===== src/rtl/trig_scheduler_pkg.sv =====
// Shared types and constants for the trigger scheduler: FSM states,
// source-ID width helper and the coincidence source numbering.
package trig_pkg;

  typedef enum logic [1:0] {
    S_IDLE,
    S_PULSE,
    S_WAIT_ACK,
    S_HOLDOFF
  } state_t;

  function automatic int src_w(input int n);
    return (n > 1) ? $clog2(n) : 1;
  endfunction

  localparam int AND3_20 = 0;
  localparam int AND3_25 = 1;
  localparam int AND3_30 = 2;
  localparam int AND5_20 = 3;
  localparam int AND5_25 = 4;
  localparam int AND5_30 = 5;
  localparam int OR8_10  = 6;
  localparam int OR8_20  = 7;
  localparam int OR8_30  = 8;

endpackage


===== src/rtl/trig_scheduler_if.sv =====
// Readout request channel: trigger pulse, tagged source ID, valid/ack handshake.
interface trig_scheduler_if #(
  parameter int NSRC = 9
);
  localparam int ID_W = trig_pkg::src_w(NSRC);

  logic            trig_out;
  logic [ID_W-1:0] trig_id;
  logic            trig_valid;
  logic            trig_ack;

  modport master (output trig_out, output trig_id, output trig_valid, input trig_ack);
  modport slave  (input trig_out, input trig_id, input trig_valid, output trig_ack);
endinterface


===== src/rtl/trig_scheduler_rr_arbiter.sv =====
// Combinational round-robin arbiter: first set request at or after ptr wins.
module rr_arbiter
  import trig_pkg::*;
#(
  parameter int NSRC = 9,
  parameter int ID_W = src_w(NSRC)
) (
  input  logic [NSRC-1:0] req,
  input  logic [ID_W-1:0] ptr,
  output logic [NSRC-1:0] grant,
  output logic [ID_W-1:0] id
);
  logic found;
  int   idx;

  always_comb begin
    grant = '0;
    id    = '0;
    found = 1'b0;
    idx   = 0;
    for (int k = 0; k < NSRC; k++) begin
      idx = int'(ptr) + k;
      if (idx >= NSRC) idx = idx - NSRC;
      if (!found && req[idx]) begin
        found      = 1'b1;
        grant[idx] = 1'b1;
        id         = ID_W'(idx);
      end
    end
  end
endmodule


===== src/rtl/trig_scheduler.sv =====
// Trigger scheduler: edge detect, enable, prescale and pending latch per
// source, then round-robin grant into a pulse / readout handshake / holdoff.
module trig_scheduler
  import trig_pkg::*;
#(
  parameter int NSRC    = 9,
  parameter int PW      = 2,
  parameter int HOLDOFF = 8,
  parameter int PS_W    = 8,
  parameter int LOST_W  = 16
) (
  input  logic                 clk,
  input  logic                 rst,
  input  logic [NSRC-1:0]      trig_in,
  input  logic [NSRC-1:0]      src_en,
  input  logic [NSRC*PS_W-1:0] prescale,
  trig_scheduler_if.master     rd,
  output logic                 busy,
  output logic [NSRC-1:0]      pending,
  output logic [LOST_W-1:0]    lost_cnt
);
  localparam int ID_W = src_w(NSRC);
  localparam int PW_W = src_w(PW);
  localparam int HO_W = src_w((HOLDOFF > 0) ? HOLDOFF : 1);

  logic [NSRC-1:0]   in_reg, prev_reg, edge_det, req;
  logic [NSRC-1:0]   pend_reg, pend_next, clr, grant;
  logic [ID_W-1:0]   gid, ptr_reg, id_reg;
  logic [LOST_W-1:0] lost_reg;
  logic              any_lost, out_reg, valid_reg;
  logic [PW_W-1:0]   pw_cnt_reg;
  logic [HO_W-1:0]   ho_cnt_reg;
  state_t            state_reg;

  // in_reg is the sampling stage for the asynchronous coincidence levels.
  always_ff @(posedge clk) begin
    if (rst) begin
      in_reg   <= '0;
      prev_reg <= '0;
    end else begin
      in_reg   <= trig_in;
      prev_reg <= in_reg;
    end
  end

  assign edge_det = in_reg & ~prev_reg & src_en;

  generate
    for (genvar gi = 0; gi < NSRC; gi++) begin : g_ps
      logic [PS_W-1:0] cnt_reg;
      logic [PS_W-1:0] p;
      assign p       = prescale[gi*PS_W +: PS_W];
      // >= so a counter left above a newly lowered P wraps and fires.
      assign req[gi] = edge_det[gi] && (cnt_reg >= p);
      always_ff @(posedge clk) begin
        if (rst)               cnt_reg <= '0;
        else if (edge_det[gi]) cnt_reg <= (cnt_reg >= p) ? '0 : cnt_reg + 1'b1;
      end
    end
  endgenerate

  rr_arbiter #(.NSRC(NSRC), .ID_W(ID_W)) u_arb (
    .req   (pend_reg),
    .ptr   (ptr_reg),
    .grant (grant),
    .id    (gid)
  );

  assign clr       = (state_reg == S_IDLE) ? grant : '0;
  assign pend_next = (pend_reg & ~clr) | req;
  assign any_lost  = |(req & pend_reg & ~clr);

  always_ff @(posedge clk) begin
    if (rst) begin
      pend_reg <= '0;
      lost_reg <= '0;
    end else begin
      pend_reg <= pend_next;
      if (any_lost && (lost_reg != {LOST_W{1'b1}})) lost_reg <= lost_reg + 1'b1;
    end
  end

  always_ff @(posedge clk) begin
    if (rst) begin
      state_reg  <= S_IDLE;
      ptr_reg    <= '0;
      id_reg     <= '0;
      out_reg    <= 1'b0;
      valid_reg  <= 1'b0;
      pw_cnt_reg <= '0;
      ho_cnt_reg <= '0;
    end else begin
      case (state_reg)
        S_IDLE: begin
          if (|pend_reg) begin
            id_reg     <= gid;
            valid_reg  <= 1'b1;
            out_reg    <= 1'b1;
            pw_cnt_reg <= '0;
            ptr_reg    <= (gid == ID_W'(NSRC - 1)) ? '0 : gid + 1'b1;
            state_reg  <= S_PULSE;
          end
        end
        S_PULSE: begin
          if (pw_cnt_reg == PW_W'(PW - 1)) begin
            out_reg   <= 1'b0;
            state_reg <= S_WAIT_ACK;
          end else begin
            pw_cnt_reg <= pw_cnt_reg + 1'b1;
          end
        end
        S_WAIT_ACK: begin
          if (rd.trig_ack) begin
            valid_reg  <= 1'b0;
            ho_cnt_reg <= '0;
            state_reg  <= (HOLDOFF == 0) ? S_IDLE : S_HOLDOFF;
          end
        end
        S_HOLDOFF: begin
          if (ho_cnt_reg == HO_W'(HOLDOFF - 1)) state_reg <= S_IDLE;
          else                                  ho_cnt_reg <= ho_cnt_reg + 1'b1;
        end
        default: state_reg <= S_IDLE;
      endcase
    end
  end

  assign rd.trig_out   = out_reg;
  assign rd.trig_id    = id_reg;
  assign rd.trig_valid = valid_reg;
  assign busy          = (state_reg != S_IDLE);
  assign pending       = pend_reg;
  assign lost_cnt      = lost_reg;
endmodule


===== src/flat_wrapper.sv =====
// flat-port wrapper written by rule: the top's interface ports become plain ports
module trig_scheduler_flat import trig_pkg::*;
#(
  parameter int NSRC    = 9,
  parameter int PW      = 2,
  parameter int HOLDOFF = 8,
  parameter int PS_W    = 8,
  parameter int LOST_W  = 16
)
  (clk, rst, trig_in, src_en, prescale, busy, pending, lost_cnt, rd_trig_out, rd_trig_id, rd_trig_valid, rd_trig_ack);
  trig_scheduler_if #(.NSRC(NSRC)) rd_i ();
  input  logic clk;
  input  logic rst;
  input  logic [NSRC-1:0] trig_in;
  input  logic [NSRC-1:0] src_en;
  input  logic [NSRC*PS_W-1:0] prescale;
  output logic busy;
  output logic [NSRC-1:0] pending;
  output logic [LOST_W-1:0] lost_cnt;
  output wire logic [$bits(rd_i.trig_out)-1:0] rd_trig_out;
  output wire logic [$bits(rd_i.trig_id)-1:0] rd_trig_id;
  output wire logic [$bits(rd_i.trig_valid)-1:0] rd_trig_valid;
  input wire logic [$bits(rd_i.trig_ack)-1:0] rd_trig_ack;
  assign rd_trig_out = rd_i.trig_out;
  assign rd_trig_id = rd_i.trig_id;
  assign rd_trig_valid = rd_i.trig_valid;
  assign rd_i.trig_ack = rd_trig_ack;
  trig_scheduler #(.NSRC(NSRC), .PW(PW), .HOLDOFF(HOLDOFF), .PS_W(PS_W), .LOST_W(LOST_W)) u_core (.clk(clk), .rst(rst), .trig_in(trig_in), .src_en(src_en), .prescale(prescale), .rd(rd_i), .busy(busy), .pending(pending), .lost_cnt(lost_cnt));
endmodule

===== config.mk =====
export PLATFORM = sky130hd
export DESIGN_NAME = trig_scheduler_flat
export DESIGN_NICKNAME = d
export VERILOG_FILES = /design/src/rtl/trig_scheduler_pkg.sv /design/src/rtl/trig_scheduler_if.sv /design/src/rtl/trig_scheduler_rr_arbiter.sv /design/src/rtl/trig_scheduler.sv /design/src/flat_wrapper.sv
export SDC_FILE = /design/constraint.sdc
export NUM_CORES = 1
export LEC_CHECK = 0
export ABC_AREA = 1
export BUFFER_PORTS_ARGS = -buffer_cell sky130_fd_sc_hd__clkbuf_2
export CORE_MARGIN = 8
export CORE_UTILIZATION = 55
export DETAILED_ROUTE_END_ITERATION = 6
export PLACE_DENSITY = 0.74
export SETUP_SLACK_MARGIN = 0.2
export SLEW_MARGIN = 10
export SYNTH_ARGS = -nofsm -noshare
export SYNTH_HDL_FRONTEND = slang
export SYNTH_SLANG_ARGS = --single-unit
export TNS_END_PERCENT = 10

===== constraint.sdc =====
create_clock -name clk -period 4.1 [get_ports clk]
set_clock_uncertainty 0.15 [all_clocks]
set_input_delay 1.025 -clock clk [delete_from_list [all_inputs] [get_ports clk]]
set_output_delay 1.025 -clock clk [all_outputs]
set_load 0.1 [all_outputs]

==> flow_summary_export.csv, run 1 <==
group,metric,value,unit
run_status,run_status,"finished, violations left",
run_status,failed_checks,"setup timing",
clock_tree,cts.sinks,131,
logic_synthesis,synth_top_area_share,22.9,%
critical_path,cp_top_family,"simple AND/OR/NAND/NOR gates",
final_layout,final_util,79.3,%
logic_synthesis,ys_ff_latch,131,
placed_design,place_congestion,1.01,
logic_synthesis,async_reset_ff_share,0,%
sta,rsz0062_at_grt,"true",
critical_path,r2r_setup_slack,-260,ps
critical_path,crit_required,4240,ps
clock_tree,cts_buffers,17,
routing,drt_first_iter_violations,1096,
critical_path,cp_slowest_cell,"dfxtp_4",
critical_path,max_stage_delay,400,ps
critical_path,critPathCaptureType,"flip-flop",
clock_tree,clk_pin_slew,70,ps
floorplan,num_io_pins,125,
final_layout,antenna_cells,0,
logic_synthesis,synthMostInstantiatedCell,"nand2_1",
logic_synthesis,synth_top_cell_by_area,"dfxtp_1",
final_layout,synthToLayoutAreaGrowth,40.7,%
routing,wirelength,40600,um
routing,drtAntennaViolNets,0,
critical_path,critPathKind,"flip-flop to flip-flop",
clock_tree,hold_buffers,0,
sta,timing.final.crit_share,106,%
logic_synthesis,syn_area,11400,um^2
logic_synthesis,synth_nets,1982,
floorplan,core_area,20300,um^2
routing,wl_per_cell,16.6,um
critical_path,cp-start-kind,"flip-flop",
sta,tightestPinTransition,1120,ps
critical_path,critPathBufInv,8,
sta,holdWs,271,ps
final_layout,largest_register_ff_count,72,
final_layout,fill_cells,1457,
critical_path,r2r_end,"u_core.lost_cnt[5]",
sta,setup_tns,-3970,ps
sta,layout_min_cycle_time,4360,ps
logic_synthesis,synth_ff_type,"dfxtp_1",
global_routing,antenna_found_initial,0,
sta,finalWorstSetupSlack,-255,ps
sta,max_clock_freq,230,MHz
logic_synthesis,synthTopCellsByArea,"dfxtp_1 (23%), nand2_1 (14%), ha_1 (12%)",
pwr,p_total,0.00358,W
logic_synthesis,ys_seq_area_share,22.9,%
global_routing,grt_pass1_wl,62600,um
clock_tree,root_buffer,"clkbuf_16",
routing,firstDrtPassIters,5,
global_routing,grt_max_degree,63,
logic_synthesis,synth_warnings,0,
logic_synthesis,syn_avg_cell_area,6.44,um^2
clock_tree,clk_path_buf_depth,2,
global_routing,grt-ovfl-total,0,
hold_path,hold-path-endpoint,"u_core.prev_reg[3]",
final_layout,drive_gt1_share,30.8,%
logic_synthesis,synthTopCellsByCount,"nand2_1 (429), inv_1 (233), nor2_1 (232)",
final_layout,final_net_count,2363,
run,drv_cap,0,
clock_tree,cts_tree,"done",
routing,vias,13600,
clock_tree,h-tree-depth,4,
routing,drcViolationCount,0,
pwr,p_leak,7.88,nW
critical_path,worstPathArrival,4500,ps
logic_synthesis,yosysUniqueCellTypes,51,
routing,viasPerCell,5.56,
pwr,peakVddDrop,311,uV
sta,hold_viol,0,
sta,slew_violations,0,
pwr,powerDensity,222,nW/um^2
floorplan,core.rowCount,52,
global_routing,grt_pass1_vias,13500,
hold_path,hold_path_class,"flip-flop to flip-flop",
floorplan,die-area,25700,um^2
placed_design,dp_hpwl,28300,um
logic_synthesis,synth_edf_count,0,
floorplan,start_util,56.3,%
floorplan,die_x,160,um
logic_synthesis,netlist_instances,1777,
placed_design,io_buffers,124,
critical_path,cp_common_cell,"nand2_1",
critical_path,ff2ff_path_depth,33,
hold_path,worstHoldPathCells,2,
global_routing,grt_usage,29.2,%
clock_tree,insertion_delay,430,ps
floorplan,die_y,160,um
critical_path,crit_fanout,7,
sta,finalSetupViolCount,21,
hold_path,holdCritStartpoint,"u_core.in_reg[3]",
critical_path,r2r_start,"u_core.ptr_reg[1]",
sta,slew_headroom,24.9,%
critical_path,cp.depth,33,
worst max path at each step:
| stage | end | startpoint |
|---|---|---|
| 2_1_floorplan | u_core.lost_cnt[7] | u_core.ptr_reg[0] |
| 3_3_place_gp | u_core.lost_cnt[14] | u_core.ptr_reg[1] |
| 3_5_place_dp | u_core.lost_cnt[14] | u_core.ptr_reg[1] |
| 4_1_cts | u_core.lost_cnt[5] | u_core.ptr_reg[1] |
| 5_1_grt | u_core.lost_cnt[2] | u_core.ptr_reg[1] |
| 6_report | u_core.lost_cnt[5] | u_core.ptr_reg[1] |
worst min-delay path: stages (launching register included):
cell     delay [ps]
dfxtp_1         310
inv_1            50
nor2_1           30
cell families after synthesis:
family | after synthesis | synth area share (%)
and+or+nand+nor | 955 | 37.3
buffers and inverters | 282 | 9.65
xor gates and xnor gates | 78 | 6.10
DFF | 131 | 22.9
adders and majority gates | 112 | 12.3
AOI/OAI and AO/OA | 219 | 11.7
stage by stage:
step           setup WS [ps]  cell area (um^2)  std cells
6_report                -255             16100       2441
3_5_place_dp            -345             13900       2345
3_3_place_gp            -284             13900       2345
2_1_floorplan            202             11500       1777
4_1_cts                 8.96             15500       2424
5_1_grt                 -470             16100       2441
what timing repair did:
action                                  4_1_cts  5_1_grt
buffers inserted                             44       17
resized for setup                           150      113
gates cloned                                  3        0
pin swaps                                    58       69
endpoints found under the setup margin       26       31
hold endpoints to repair                      0        0
report_power, final:
group	switching (W)	leakage, nW	internal [W]
sequential	0.0000236	1.06	0.00130
combinational	0.000434	6.53	0.000258
clock	0.000677	0.292	0.000883
layout make-up:
cell class                 instances  area (um^2)  share of cell area [%]
timing repair buffer             390         2790                    17.4
tap                              270          338                    2.10
multi-input combinational       1366         8750                    54.4
clock buffer                      18          439                    2.73
inverter                         252          981                    6.10
clock inverter                    14          155                   0.964
sequential                       131         2640                    16.4
layer usage:
| layer | vias to the layer above | track usage (%) | part of all wire, % |
|---|---|---|---|
| met5 | - | 0 | 0 |
| met4 | 0 | 15.0 | 4.7 |
| met3 | 200 | 6.40 | 7.6 |
| met2 | 616 | 51.1 | 49 |
| met1 | 6226 | 32.7 | 39 |
| li1 | 6542 | - | - |
layout by cell type (no fill, tap or decap), drive strengths merged, types with 3 or more instances in the layout:
cell     instances
nand2          450
buf            266
inv            260
nor2           241
nand3          146
clkbuf         142
dfxtp          131
ha             112
a21oi           76
xor2            73
o21ai           62
nand4           51
o21a            46
nand3b          30
nor3            26
o22ai            9
o211ai           6
nor4             6
a31oi            5
xnor2            5
clkinv           4
nor3b            4
o2111ai          3
o31ai            3
a21boi           3
Note: power is estimated with default switching activity, not from simulation.
==> inputs of run 2 (changes only) <==
--- a/config.mk
+++ b/config.mk
@@ -12,6 +12,7 @@
 export DETAILED_ROUTE_END_ITERATION = 6
 export PLACE_DENSITY = 0.74
 export SETUP_SLACK_MARGIN = 0.2
+export SKIP_CTS_REPAIR_TIMING = 1
 export SLEW_MARGIN = 10
 export SYNTH_ARGS = -nofsm -noshare
 export SYNTH_HDL_FRONTEND = slang
==> run 2 against run 1 <==
The flow still finishes with violations (setup timing). Count of clock-buffer cells in the layout did not move. Combinational power about the same. Sequential share of layout area up 0.12 points. Via count is 2.9% lower. Sequential power hardly changed. Flip-flop and latch count stayed put. Power hardly changed. Global-route usage fell by 2.0 points. Register-to-register slack better by 120 ps. Maximum frequency grew 3.0%. Cell area fell by 0.81%. Utilization decreased by 0.64 points. Critical path type unchanged. Critical endpoint is now u_core.lost_cnt[15]. Largest power group unchanged. Highest routed layer unchanged.
==> flow_summary_export.csv, run 2 (synthesized netlist as in run 1, its figures left out) <==
group,metric,value,unit
run_status,run_status,"finished, violations left",
run_status,failed_checks,"setup timing",
pwr,peakVddDrop,311,uV
pwr,powerDensity,224,nW/um^2
hold_path,worstHoldPathCells,2,
sta,slew_headroom,31.3,%
clock_tree,cts_tree,"done",
placed_design,placed_cells,2345,
sta,timing.final.crit_share,103,%
sta,finalWorstSetupSlack,-131,ps
final_layout,largest_register_ff_count,72,
final_layout,drive_gt1_share,31.0,%
clock_tree,clk_path_buf_depth,2,
routing,drtAntennaViolNets,0,
final_layout,layoutNonFillerInstCount,2415,
final_layout,fill_cells,1508,
placed_design,place_congestion,1.01,
placed_design,dp_hpwl,28300,um
clock_tree,h-tree-depth,4,
critical_path,cp-start-kind,"flip-flop",
pwr,p_leak,7.71,nW
critical_path,cp_common_cell,"nand2_1",
placed_design,io_buffers,124,
critical_path,critPathKind,"flip-flop to flip-flop",
sta,slew_violations,0,
critical_path,crit_required,4220,ps
critical_path,cp_slowest_cell,"o211ai_1",
final_layout,synthToLayoutAreaGrowth,39.6,%
final_layout,final_net_count,2337,
floorplan,core_area,20300,um^2
floorplan,start_util,56.3,%
routing,wl_per_cell,16.0,um
critical_path,ff2ff_path_depth,28,
final_layout,fin_area,16000,um^2
final_layout,final_common_cell,"nand2_1",
clock_tree,cts_buffers,17,
sta,hold_viol,0,
placed_design,post-place-ws,-345,ps
final_layout,multi_input_comb_area,8830,um^2
routing,wirelength,38700,um
global_routing,grt_usage,27.2,%
critical_path,worstPathArrival,4360,ps
floorplan,die_y,160,um
clock_tree,cts.sinks,131,
global_routing,grt_pass1_wl,58500,um
final_layout,antenna_cells,0,
run,drv_cap,0,
final_layout,ff_latch_area,2640,um^2
floorplan,num_io_pins,125,
floorplan,die_x,160,um
sta,finalSetupViolCount,20,
global_routing,grt_pass1_vias,12600,
final_layout,layout_common_cells,"nand2_1 (376), inv_1 (219), buf_4 (210), nor2_1 (197), dfxtp_1 (127)",
global_routing,grt_max_degree,63,
hold_path,hold_path_class,"flip-flop to flip-flop",
routing,firstDrtPassIters,5,
global_routing,grt-ovfl-total,0,
routing,vias,13200,
sta,tightestPinTransition,1030,ps
routing,drt_first_iter_violations,1036,
floorplan,core.rowCount,52,
sta,rsz0062_at_grt,"true",
global_routing,antenna_found_initial,0,
critical_path,critPathCaptureType,"flip-flop",
placed_design,place_area,13900,um^2
routing,drcViolationCount,0,
sta,layout_min_cycle_time,4230,ps
critical_path,max_stage_delay,460,ps
floorplan,die-area,25700,um^2
clock_tree,clk_pin_slew,60,ps
routing,viasPerCell,5.46,
clock_tree,root_buffer,"clkbuf_16",
critical_path,crit_fanout,8,
sta,holdWs,273,ps
sta,max_clock_freq,236,MHz
clock_tree,insertion_delay,430,ps
run 2: cell types whose count changed in the layout (fill, tap and decap cells not counted), moves of 3 or more:
cell	before	now
a21oi_1	62	56
a21oi_2	13	18
buf_4	237	210
inv_1	224	219
inv_2	18	23
nand2_2	46	51
nor2_1	206	197
nor2_2	16	23
nor2_4	19	22
run 2: layout make-up:
type | instances | share of cell area, %
Clock buffer | 18 | 2.75
Clock inverter | 14 | 0.972
Inverter | 252 | 6.14
Multi-Input combinational cell | 1367 | 55.3
Sequential cell | 131 | 16.5
Tap cell | 270 | 2.12
Timing Repair Buffer | 362 | 16.1
Timing Repair inverter | 1 | 0.0470
run 2: worst max-delay path, delay by kind of cell, from the launching register on:
family,cells,cell delay [ps]
buffers and inverters,8,880
adder cells (fa/ha/maj),1,170
AND/OR/NAND/NOR,15,1560
flip-flops,1,390
AO/OA/AOI/OAI,4,940
run 2: per-layer routing:
layer	vias to the layer above	GRT usage [%]	part of all wire, %
met5	-	0	0
met1	6061	31.6	41
met4	0	10.5	4.2
met3	141	5.35	6.4
li1	6491	-	-
met2	492	48.1	49
run 2: worst paths after layout:
check                    startpoint             endpoint  slack [ps]
hold reg to reg    u_core.in_reg[7]   u_core.prev_reg[7]         270
setup reg to reg  u_core.ptr_reg[1]  u_core.lost_cnt[15]        -130
hold / removal     u_core.in_reg[7]   u_core.prev_reg[7]         270
setup / recovery  u_core.ptr_reg[1]  u_core.lost_cnt[15]        -130
run 2: stage by stage:
stage / setup TNS, ps / util, % / power [W]
final: -1650 / 78.6 / 0.00357
after global routing: -4270 / 78.6 / 0.00371
after CTS: -6350 / 71.3 / 0.00351
after detailed placement: -5800 / 68.4 / 0.00195
after global placement: -5180 / 68.4 / 0.00193
after floorplan: 0 / - / 0.00174
run 2: power by group:
group	internal (W)	total [W]	switching (W)
Combinational	0.000254	0.000689	0.000436
Clock	0.000883	0.00156	0.000675
Sequential	0.00130	0.00133	0.0000235
==> inputs of run 3 (changes only) <==
--- a/config.mk
+++ b/config.mk
@@ -8,9 +8,10 @@
 export ABC_AREA = 1
 export BUFFER_PORTS_ARGS = -buffer_cell sky130_fd_sc_hd__clkbuf_2
 export CORE_MARGIN = 8
-export CORE_UTILIZATION = 55
+export CORE_UTILIZATION = 50
+export CTS_CLUSTER_SIZE = 8
 export DETAILED_ROUTE_END_ITERATION = 6
-export PLACE_DENSITY = 0.74
+export PLACE_DENSITY = 0.68
 export SETUP_SLACK_MARGIN = 0.2
 export SKIP_CTS_REPAIR_TIMING = 1
 export SLEW_MARGIN = 10
==> run 3 against run 2 <==
The flow still finishes with violations (setup timing). Wire length decreased by 1.8%. Register-to-register slack improved by 50 ps. Flip-flop and latch count unchanged. Via count decreased by 1.0%. Utilization decreased by 7.2 points.
==> flow_summary_export.csv, run 3 (synthesized netlist as in run 1, its figures left out) <==
group,metric,value,unit
sta,finalSetupViolCount,16,
final_layout,fill_cells,1916,
sta,layout_min_cycle_time,4180,ps
critical_path,crit_required,4240,ps
global_routing,grt_pass1_vias,12200,
final_layout,final_net_count,2350,
final_layout,layoutNonFillerInstCount,2443,
critical_path,ff2ff_path_depth,31,
routing,drtAntennaViolNets,0,
global_routing,grt_max_degree,63,
hold_path,hold_path_class,"flip-flop to flip-flop",
routing,drt_first_iter_violations,1064,
sta,tightestPinTransition,924,ps
clock_tree,insertion_delay,440,ps
floorplan,die_y,167,um
clock_tree,clk_pin_slew,70,ps
placed_design,place_congestion,0.993,
floorplan,core_area,22600,um^2
routing,vias,13100,
pwr,peakVddDrop,326,uV
global_routing,antenna_found_initial,0,
final_layout,synthToLayoutAreaGrowth,40.9,%
floorplan,num_io_pins,125,
clock_tree,cts.sinks,131,
final_layout,final_util,71.4,%
floorplan,core.rowCount,55,
run_status,failed_checks,"setup timing",
hold_path,worstHoldPathCells,2,
routing,drcViolationCount,0,
final_layout,layout_common_cells,"nand2_1 (364), buf_4 (219), inv_1 (218), nor2_1 (198), dfxtp_1 (127)",
pwr,p_leak,7.81,nW
sta,slew_violations,0,
routing,firstDrtPassIters,6,
clock_tree,root_buffer,"clkbuf_16",
clock_tree,cts_buffers,17,
sta,timing.final.crit_share,102,%
final_layout,final_common_cell,"nand2_1",
final_layout,antenna_cells,0,
placed_design,dp_hpwl,29000,um
critical_path,critPathKind,"flip-flop to flip-flop",
critical_path,cp_top_family,"simple AND/OR/NAND/NOR gates",
run,drv_cap,0,
sta,rsz0062_at_grt,"true",
critical_path,critPathBufInv,8,
critical_path,crit_fanout,6,
run_status,run_status,"finished, violations left",
pwr,powerDensity,222,nW/um^2
critical_path,worstPathArrival,4320,ps
placed_design,placed_cells,2370,
sta,max_clock_freq,239,MHz
critical_path,cp.depth,31,
global_routing,grt_usage,25.3,%
routing,viasPerCell,5.34,
final_layout,drive_gt1_share,31.9,%
clock_tree,clk_path_buf_depth,2,
critical_path,cp-start-kind,"flip-flop",
floorplan,start_util,50.7,%
critical_path,max_stage_delay,400,ps
floorplan,die_x,167,um
sta,setup_tns,-910,ps
placed_design,io_buffers,124,
clock_tree,h-tree-depth,4,
routing,wirelength,38000,um
final_layout,largest_register_ff_count,72,
sta,slew_headroom,38.3,%
global_routing,grt_pass1_wl,58900,um
clock_tree,cts_tree,"done",
floorplan,die-area,28000,um^2
global_routing,grt-ovfl-total,0,
routing,wl_per_cell,15.6,um
sta,hold_viol,0,
critical_path,critPathCaptureType,"flip-flop",
critical_path,cp_common_cell,"nand2_2",
sta,finalWorstSetupSlack,-78.7,ps
pwr,p_total,0.00358,W
critical_path,cp_slowest_cell,"dfxtp_4",
sta,holdWs,268,ps
## run 3: cell types whose count changed in the layout (fill, tap and decap cells not counted), sizes merged
| cell | before | now |
|---|---|---|
| clkinv | 3 | 2 |
| inv | 260 | 261 |
| buf | 237 | 251 |
| nand4 | 51 | 50 |
## run 3: layout make-up
type / count / area (um^2) / area share, %
Inverter: 252 / 981 / 6.09
Timing Repair inverter: 1 / 7.51 / 0.0466
Clock buffer: 18 / 439 / 2.72
Sequential cell: 131 / 2640 / 16.4
Multi-Input combinational cell: 1366 / 8840 / 54.8
Clock inverter: 14 / 161 / 1.00
Tap cell: 285 / 357 / 2.21
Timing Repair Buffer: 376 / 2700 / 16.7
## run 3: per-stage QoR
step / setup slack (ps) / cell area (um^2)
2_1_floorplan: 202 / 11500
3_3_place_gp: -182 / 14000
3_5_place_dp: -213 / 14000
4_1_cts: -258 / 14600
5_1_grt: -284 / 16100
6_report: -78.7 / 16100
## run 3: layer usage
metal  part of all wire (%)  wire length (um)  track usage, %
met1                     43             16300            31.2
met2                     48             18100            43.6
met3                    6.0              2270            3.97
met4                    3.5              1320            9.78
met5                      0                 0               0
## run 3: path summary, 6_finish.rpt
kind	from	end	slack, ps
worst min-delay path	u_core.in_reg[6]	u_core.prev_reg[6]	270
worst max register to register	u_core.ptr_reg[1]	u_core.lost_cnt[9]	-80
worst max-delay path	u_core.ptr_reg[1]	u_core.lost_cnt[9]	-80
worst min register to register	u_core.in_reg[6]	u_core.prev_reg[6]	270
## run 3: worst reg2reg max path: cells and delay by family, from the launching register on
kind	cells	cell delay, ps
AND/OR/NAND/NOR	17	1660
adder cells (fa/ha/maj)	1	240
AO/OA/AOI/OAI	5	550
flip-flops	1	400
buffers and inverters	8	1010
## run 3: where the power goes
group	internal (W)	switching [W]	total [W]
registers	0.00130	0.0000224	0.00132
clock network	0.000885	0.000677	0.00156
logic	0.000262	0.000431	0.000694
total	0.00245	0.00113	0.00358
